`src/rtl/insn_queue.sv`:
```
// insn_queue: circular instruction buffer between the decoder and the dispatcher, with flush on mispredict
module insn_queue #(
    parameter int IQ_DEPTH = 8,
    parameter int PACK_W = 64,
    localparam int PW = $clog2(IQ_DEPTH),
    localparam int CW = $clog2(IQ_DEPTH + 1)
) (
    input  logic              clk,
    input  logic              reset,
    input  logic              flush,
    input  logic              enq_valid,
    input  logic [PACK_W-1:0] enq_pack,
    input  logic              deq_stall,
    output logic              deq_valid,
    output logic [PACK_W-1:0] deq_pack,
    output logic              full,
    output logic              empty,
    output logic [CW-1:0]     count
);
    logic [PACK_W-1:0] mem [IQ_DEPTH];
    logic [PW-1:0]     head;
    logic [PW-1:0]     tail;
    logic              do_enq;
    logic              do_deq;

    assign full      = count == CW'(IQ_DEPTH);
    assign empty     = count == '0;
    assign deq_valid = !empty;
    assign do_enq    = enq_valid && !full && !flush;
    assign do_deq    = deq_valid && !deq_stall && !flush;
    assign deq_pack  = empty ? '0 : mem[head];

    // Pointers wrap naturally because IQ_DEPTH is a power of two; reset outranks flush.
    always_ff @(posedge clk) begin
        if (reset || flush) begin
            head  <= '0;
            tail  <= '0;
            count <= '0;
        end else begin
            head  <= head + PW'(do_deq);
            tail  <= tail + PW'(do_enq);
            count <= count + CW'(do_enq) - CW'(do_deq);
        end
    end

    // Storage is never cleared; validity comes only from count and the pointers.
    always_ff @(posedge clk) begin
        if (do_enq && !reset)
            mem[tail] <= enq_pack;
    end
endmodule
```
`config.mk`:
```
export PLATFORM = sky130hd
export DESIGN_NAME = insn_queue
export DESIGN_NICKNAME = d
export VERILOG_FILES = /design/src/rtl/insn_queue.sv
export SDC_FILE = /design/constraint.sdc
export NUM_CORES = 1
export LEC_CHECK = 0
export CELL_PAD_IN_SITES_DETAIL_PLACEMENT = 0
export CELL_PAD_IN_SITES_GLOBAL_PLACEMENT = 1
export CORE_UTILIZATION = 28
export CTS_CLUSTER_SIZE = 40
export DETAILED_ROUTE_END_ITERATION = 10
export HOLD_SLACK_MARGIN = 0.15
export PLACE_DENSITY = 0.6
export SLEW_MARGIN = 25
export SYNTH_ARGS = -nofsm -noshare
export SYNTH_HDL_FRONTEND = slang
export SYNTH_SLANG_ARGS = --single-unit
```
`constraint.sdc`:
```
create_clock -name clk -period 7.9 [get_ports clk]
set_input_delay 1.58 -clock clk [delete_from_list [all_inputs] [get_ports clk]]
set_output_delay 1.58 -clock clk [all_outputs]
set_load 0.02 [all_outputs]
```
==> results of run 1 <==
==> cell families (layout without fill, tap and decap cells) <==
kind of cell,count (synthesis),in the layout
AOI/OAI and AO/OA,66,66
xor gates and xnor gates,3,3
adders and majority gates,11,11
buffers and inverters,49,268
DFF,522,522
muxes,129,129
and+or+nand+nor,30,30
==> sequential cells by signal, indices dropped and copies added, names as in the netlist <==
name   count
mem      512
count      4
head       3
tail       3
==> metrics by stage <==
step	utilization, %	instances	cell area [um2]	worst slack (ns)
final	34.86	1960	24070	2.738
after detailed placement	32.18	1859	22230	3.120
after CTS	34.82	1959	24050	2.470
after global placement	32.18	1859	22230	3.107
after floorplan	-	810	19670	0.3160
after global routing	34.86	1960	24070	2.587
==> layer usage <==
layer | share of wire [%] | up-vias
met2 | 52 | 170
met1 | 43 | 4710
li1 | - | 3860
met3 | 4.1 | 50
met5 | 0.061 | -
met4 | 1.5 | 4
==> power by group through the flow <==
stage	Combinational [mW]	Sequential [mW]	Clock, mW
2_1_floorplan	0.122	3.12	0
3_5_place_dp	0.286	3.12	0
5_1_grt	0.301	3.06	2.78
3_3_place_gp	0.283	3.12	0
4_1_cts	0.287	3.06	2.67
6_report	0.280	3.06	2.59
==> cell usage after synthesis (all sizes together) <==
library cell	n	share of area, %
inv	7	0.13
nand2b	1	0.032
a22o	64	2.8
buf	18	0.79
mux2i	1	0.051
nor3b	5	0.22
or4b	1	0.051
nor2	4	0.076
a21o	1	0.038
dfxtp	10	1.0
xnor2	3	0.13
edfxtp	512	78
nor2b	2	0.064
mux4	128	15
ha	10	0.64
a21oi	1	0.025
fa	1	0.10
nor3	5	0.13
nor4	1	0.032
nand2	2	0.038
and2	6	0.19
or3	1	0.032
clkbuf	24	0.46
and3b	2	0.089
==> layout make-up <==
| cell class | instances | share of cell area, % |
|---|---|---|
| Tap cell | 931 | 4.839 |
| Clock buffer | 63 | 5.842 |
| Inverter | 7 | 0.1091 |
| Timing Repair Buffer | 161 | 6.652 |
| Sequential cell | 522 | 64.73 |
| Clock inverter | 37 | 1.710 |
| Multi-Input combinational cell | 239 | 16.12 |
==> tightest hold or removal path: cells and delay by family, from the launching register on <==
kind                      cells  cell delay, ns
and+or+nand+nor               1            0.04
DFF                           1            0.35
xor gates and xnor gates      1            0.15
==> how the worst max path moves through the flow <==
stage / slack (ns) / depth (start not counted) / end / start
finish: 2.74 / 8 / deq_pack[25] / count[2]
global route: 2.59 / 5 / deq_pack[26] / head[0]
CTS: 2.47 / 4 / deq_pack[34] / head[0]
detailed placement: 3.12 / 6 / mem[5][6] / flush
global placement: 3.11 / 6 / mem[1][51] / flush
floorplan: 0.32 / 3 / mem[3][0] / flush
==> placed cells by master (no fill, tap or decap), types with 2 or more instances in the layout <==
cell type / count
nor2_1: 2
and3b_4: 2
buf_12: 2
dfxtp_4: 2
inv_6: 2
ha_1: 10
clkinv_1: 14
xnor2_1: 3
clkinv_2: 9
nor2b_4: 2
edfxtp_1: 512
a22o_1: 64
buf_4: 19
dfxtp_1: 8
bufinv_16: 8
clkbuf_1: 8
nor2_4: 2
mux4_2: 128
inv_1: 6
clkbuf_16: 55
nor3b_2: 4
inv_16: 2
nand2_1: 2
and2_1: 6
nor3_1: 4
clkdlybuf4s50_1: 139
==> results.sh, run 1 <==
export IMPL_die_x_um=267.0
export IMPL_hp_class="flop to flop"
export IMPL_synth_top_family_by_area="multiplexers"
export IMPL_syn_avg_cell_area_um2=24.28
export IMPL_final_antenna_net_count=0
export IMPL_cts_tree="built"
export IMPL_fp_dieH_um=267.0
export IMPL_fillCellCount=6393
export IMPL_track_usage_pct=12.17
export IMPL_cts_resized=0
export IMPL_gp_congestion=0.6691
export IMPL_setup_viol=0
export IMPL_status="finished clean"
export IMPL_cpMostUsedCell="buf_4"
export IMPL_fin_crit_ns=5.162
export IMPL_drt_total_wl_um=42950
export IMPL_grt_overflow=0
export IMPL_crit_path_start_kind="flop"
export IMPL_layout_drive_gt1_share_pct=23.52
export IMPL_fmax_ghz=0.1937
export IMPL_switching_share_pct=20.43
export IMPL_synthAdderAreaFrac_pct=0.7379
export IMPL_worst_ep_arrival_time_ns=3.58
export IMPL_busiest_layer="met2"
export IMPL_finalHoldViolCount=0
export IMPL_rrSetupSlack_ns=4.71
export IMPL_r2r_end="mem[5][4]"
export IMPL_path_cells="inv_1 > ha_1 > nor3b_2 > nor2b_4 > buf_4 > buf_4 > a22o_1 > clkdlybuf4s50_1"
export IMPL_drc_errors=0
export IMPL_clk_latency_ns=0.59
export IMPL_p_leak_nw=7.286
export IMPL_syn_to_final_growth_pct=22.39
export IMPL_portBuffers=139
export IMPL_rsz0062_at_grt="no"
export IMPL_slowest_delay_ns=0.65
export IMPL_cts_root_buf="clkbuf_16"
export IMPL_cts_setup_buffers=0
export IMPL_powerDensity_nw_per_um2=246.5
export IMPL_antenna_found_initial=3
export IMPL_cp_top_family="buffers and inverters"
export IMPL_gr_usage_met3_pct=2.454
export IMPL_slowest_stage="clkdlybuf4s50_1"
export IMPL_rr_startpoint="count[2]"
export IMPL_die_area_um2=71310
export IMPL_grt_start_max_net_pins=72
export IMPL_num_rows=96
export IMPL_worst_path_buf_inv=4
export IMPL_drtPass1Iterations=4
export IMPL_detailed_place_hpwl_um=22920
export IMPL_synth_compound_area_share_pct=2.913
export IMPL_fin_setup_tns_ns=0
export IMPL_start_util_pct=28.48
export IMPL_fin_crit_sh_pct=65.34
export IMPL_clkSlewWorstSetupHoldPaths_ns=0.06
export IMPL_whs_endpoint="head[2]"
export IMPL_cap_violations=0
export IMPL_dr_first_iter_drc_count=591
export IMPL_synth_seq_cells=522
export IMPL_grt_pass1_vias=9670
export IMPL_power_frac_comb_pct=4.7
export IMPL_yosys_area_share_xor_xnor_pct=0.1336
export IMPL_fin_nets=1066
export IMPL_viasPerCell=4.487
export IMPL_seq_area_um2=15580
export IMPL_cts_sinks=522
export IMPL_p_seq_share_pct=51.6
export IMPL_ctsHoldBuffers=0
export IMPL_cts_buffer_depth=3
export IMPL_syn_cell_area_um2=19670
export IMPL_end_kind="output port"
export IMPL_power_mw=5.935
export IMPL_worstPathRequired_ns=6.32
export IMPL_synth_cell_types=28
export IMPL_critical_path_class="flop to output port"
export IMPL_synthesis_nets=890
export IMPL_worstMarginPinSlew_ns=0.9946
export IMPL_maxSlewHeadroom_pct=33.69
export IMPL_finClkSkew_ns=0.01108
export IMPL_core_area_um2=69070
export IMPL_ioPinCount=140
export IMPL_hold_depth=2
export IMPL_drv_slew=0
export IMPL_peakVddDrop_uv=141.7
export IMPL_htreeDepth=2
export IMPL_synth_simple_gate_area_share_pct=0.9478
export IMPL_synth_area_mux_share_pct=14.71
export IMPL_syn_inst=810
export IMPL_p_clk_share_pct=43.7
export IMPL_ff2ff_path_depth=7
export IMPL_hp_start="head[2]"
export IMPL_whs_ns=0.5815
export IMPL_worstPathMaxFanout=37
export IMPL_intPower_mw=4.723
export IMPL_grtUsageMet1_pct=15.41
export IMPL_grt_pass1_wl_um=63420
export IMPL_n_antenna_cell=0
export IMPL_route_detailed_wl_per_inst_um=21.91
export IMPL_multiInputGateArea_um2=3881
export IMPL_numCtsBuffers=55
export IMPL_p_sw_mw=1.212
export IMPL_vias=8794
export IMPL_ys_warn_count=0
export IMPL_grt_util_met2_pct=21.19
export IMPL_yosysSeqAreaShare_pct=79.18
No activity file was read; power rests on OpenSTA's default activity.
==> inputs of run 2 (changes only) <==
Clock period 7.9 ns to 4.4 ns, I/O delays scaled along.
==> results.sh, run 2 (synthesis results as in run 1) <==
export IMPL_viasPerCell=4.517
export IMPL_ff2ff_path_depth=6
export IMPL_fp_dieH_um=267.0
export IMPL_grt_overflow=0
export IMPL_critical_path_class="flop to output port"
export IMPL_whs_endpoint="head[2]"
export IMPL_ctsHoldBuffers=0
export IMPL_drtPass1Iterations=5
export IMPL_syn_to_final_growth_pct=22.42
export IMPL_worst_ep_arrival_time_ns=3.11
export IMPL_cts_setup_buffers=0
export IMPL_cts_root_buf="clkbuf_16"
export IMPL_numCtsBuffers=52
export IMPL_ioPinCount=140
export IMPL_dpl_worst_slack_ns=0.8935
export IMPL_gp_congestion=0.6918
export IMPL_maxSlewHeadroom_pct=61.89
export IMPL_core_area_um2=69070
export IMPL_status="finished clean"
export IMPL_route_detailed_wl_per_inst_um=21.70
export IMPL_fin_setup_tns_ns=0
export IMPL_worstPathRequired_ns=3.52
export IMPL_stdcell_count=1957
export IMPL_rsz0062_at_grt="no"
export IMPL_finClkSkew_ns=0.01590
export IMPL_fin_ws_ns=0.4082
export IMPL_cts_resized=0
export IMPL_peakVddDrop_uv=250.5
export IMPL_grt_start_max_net_pins=65
export IMPL_worstPathMaxFanout=32
export IMPL_cap_violations=0
export IMPL_fillCellCount=6329
export IMPL_die_area_um2=71310
export IMPL_worstMarginPinSlew_ns=0.5664
export IMPL_dr_first_iter_drc_count=672
export IMPL_final_antenna_net_count=0
export IMPL_dp_cells=1862
export IMPL_cts_sinks=522
export IMPL_htreeDepth=2
export IMPL_fin_nets=1065
export IMPL_drc_errors=0
export IMPL_cts_buffer_depth=3
export IMPL_layout_common_cells="edfxtp_1, clkdlybuf4s50_1, mux4_2, a22o_1, clkbuf_16"
export IMPL_rr_startpoint="count[2]"
export IMPL_crit_path_start_kind="flop"
export IMPL_rrSetupSlack_ns=1.81
export IMPL_largest_reg_flops=512
export IMPL_track_usage_pct=12.10
export IMPL_hp_class="flop to flop"
export IMPL_hold_depth=2
export IMPL_top_regs="mem: 512 flops, count: 4 flops"
export IMPL_top_register="mem"
export IMPL_clkSlewWorstSetupHoldPaths_ns=0.06
export IMPL_fin_crit_sh_pct=90.72
export IMPL_setup_viol=0
export IMPL_drt_total_wl_um=42470
export IMPL_layout_drive_gt1_share_pct=22.85
export IMPL_antenna_found_initial=7
export IMPL_finalHoldViolCount=0
export IMPL_grt_pass1_vias=9275
export IMPL_start_util_pct=28.48
export IMPL_fin_crit_ns=3.992
export IMPL_cts_tree="built"
export IMPL_hp_start="head[2]"
export IMPL_detailed_place_hpwl_um=24840
export IMPL_r2r_end="mem[4][9]"
export IMPL_powerDensity_nw_per_um2=425.0
export IMPL_num_rows=96
export IMPL_die_x_um=267.0
export IMPL_end_kind="output port"
export IMPL_grt_pass1_wl_um=62930
export IMPL_p_leak_nw=7.224
export IMPL_final_common_cell="edfxtp_1"
export IMPL_portBuffers=139
export IMPL_fmax_ghz=0.2505
export IMPL_clk_latency_ns=0.59
export IMPL_drv_slew=0
export IMPL_vias=8840
run 2: per-layer routing:
| metal | vias to the layer above | track usage (%) | wire (um) |
|---|---|---|---|
| met1 | 4708 | 16.13 | 18690 |
| met3 | 70 | 3.109 | 2261 |
| met2 | 198 | 19.57 | 20680 |
| met5 | - | 0 | 54 |
| li1 | 3854 | - | - |
| met4 | 10 | 3.246 | 791 |
run 2: final cells by class:
class | count | area [um2] | share of cell area (%)
tap | 931 | 1165 | 4.838
multi-input combinational | 239 | 3906 | 16.22
clock buffer | 66 | 1354 | 5.622
sequential | 522 | 15580 | 64.71
timing repair buffer | 163 | 1772 | 7.358
inverter | 7 | 26.28 | 0.1091
antenna | 2 | 5.005 | 0.02078
clock inverter | 27 | 269.0 | 1.117
run 2: worst max-delay path by stage:
| stage | from | end | slack, ns | cells after the start |
|---|---|---|---|---|
| final | count[2] | deq_pack[2] | 0.41 | 7 |
| after global routing | count[2] | deq_pack[5] | 0.24 | 7 |
| after CTS | count[2] | deq_pack[5] | 0.25 | 7 |
| after detailed placement | count[2] | deq_pack[5] | 0.89 | 7 |
| after global placement | count[2] | deq_pack[5] | 0.88 | 7 |
| after floorplan | flush | mem[3][0] | -0.26 | 3 |
run 2: per-stage QoR:
stage	utilization (%)	power, mW	hold slack [ns]	cell area (um2)
final	34.86	10.23	0.6096	24080
after CTS	34.86	10.37	0.6121	24070
after global routing	34.86	10.57	0.6390	24080
after floorplan	-	5.821	0.5099	19700
after detailed placement	32.51	6.131	0.5894	22450
after global placement	32.51	6.124	0.5913	22450
run 2: worst max-delay path: stages, from the launching register on:
cell             delay (ns)
dfxtp_1                0.32
inv_1                  0.07
ha_1                   0.19
nor3b_2                0.21
nor2b_4                0.46
buf_12                 0.30
a22o_1                 0.30
clkdlybuf4s50_1        0.65
run 2: where the power goes:
| group | switching (mW) | internal, mW | total [mW] | leakage, nW |
|---|---|---|---|---|
| sequential | 0.00882 | 5.49 | 5.49 | 4.69 |
| clock | 1.76 | 2.46 | 4.22 | 0.792 |
| combinational | 0.284 | 0.235 | 0.518 | 1.74 |
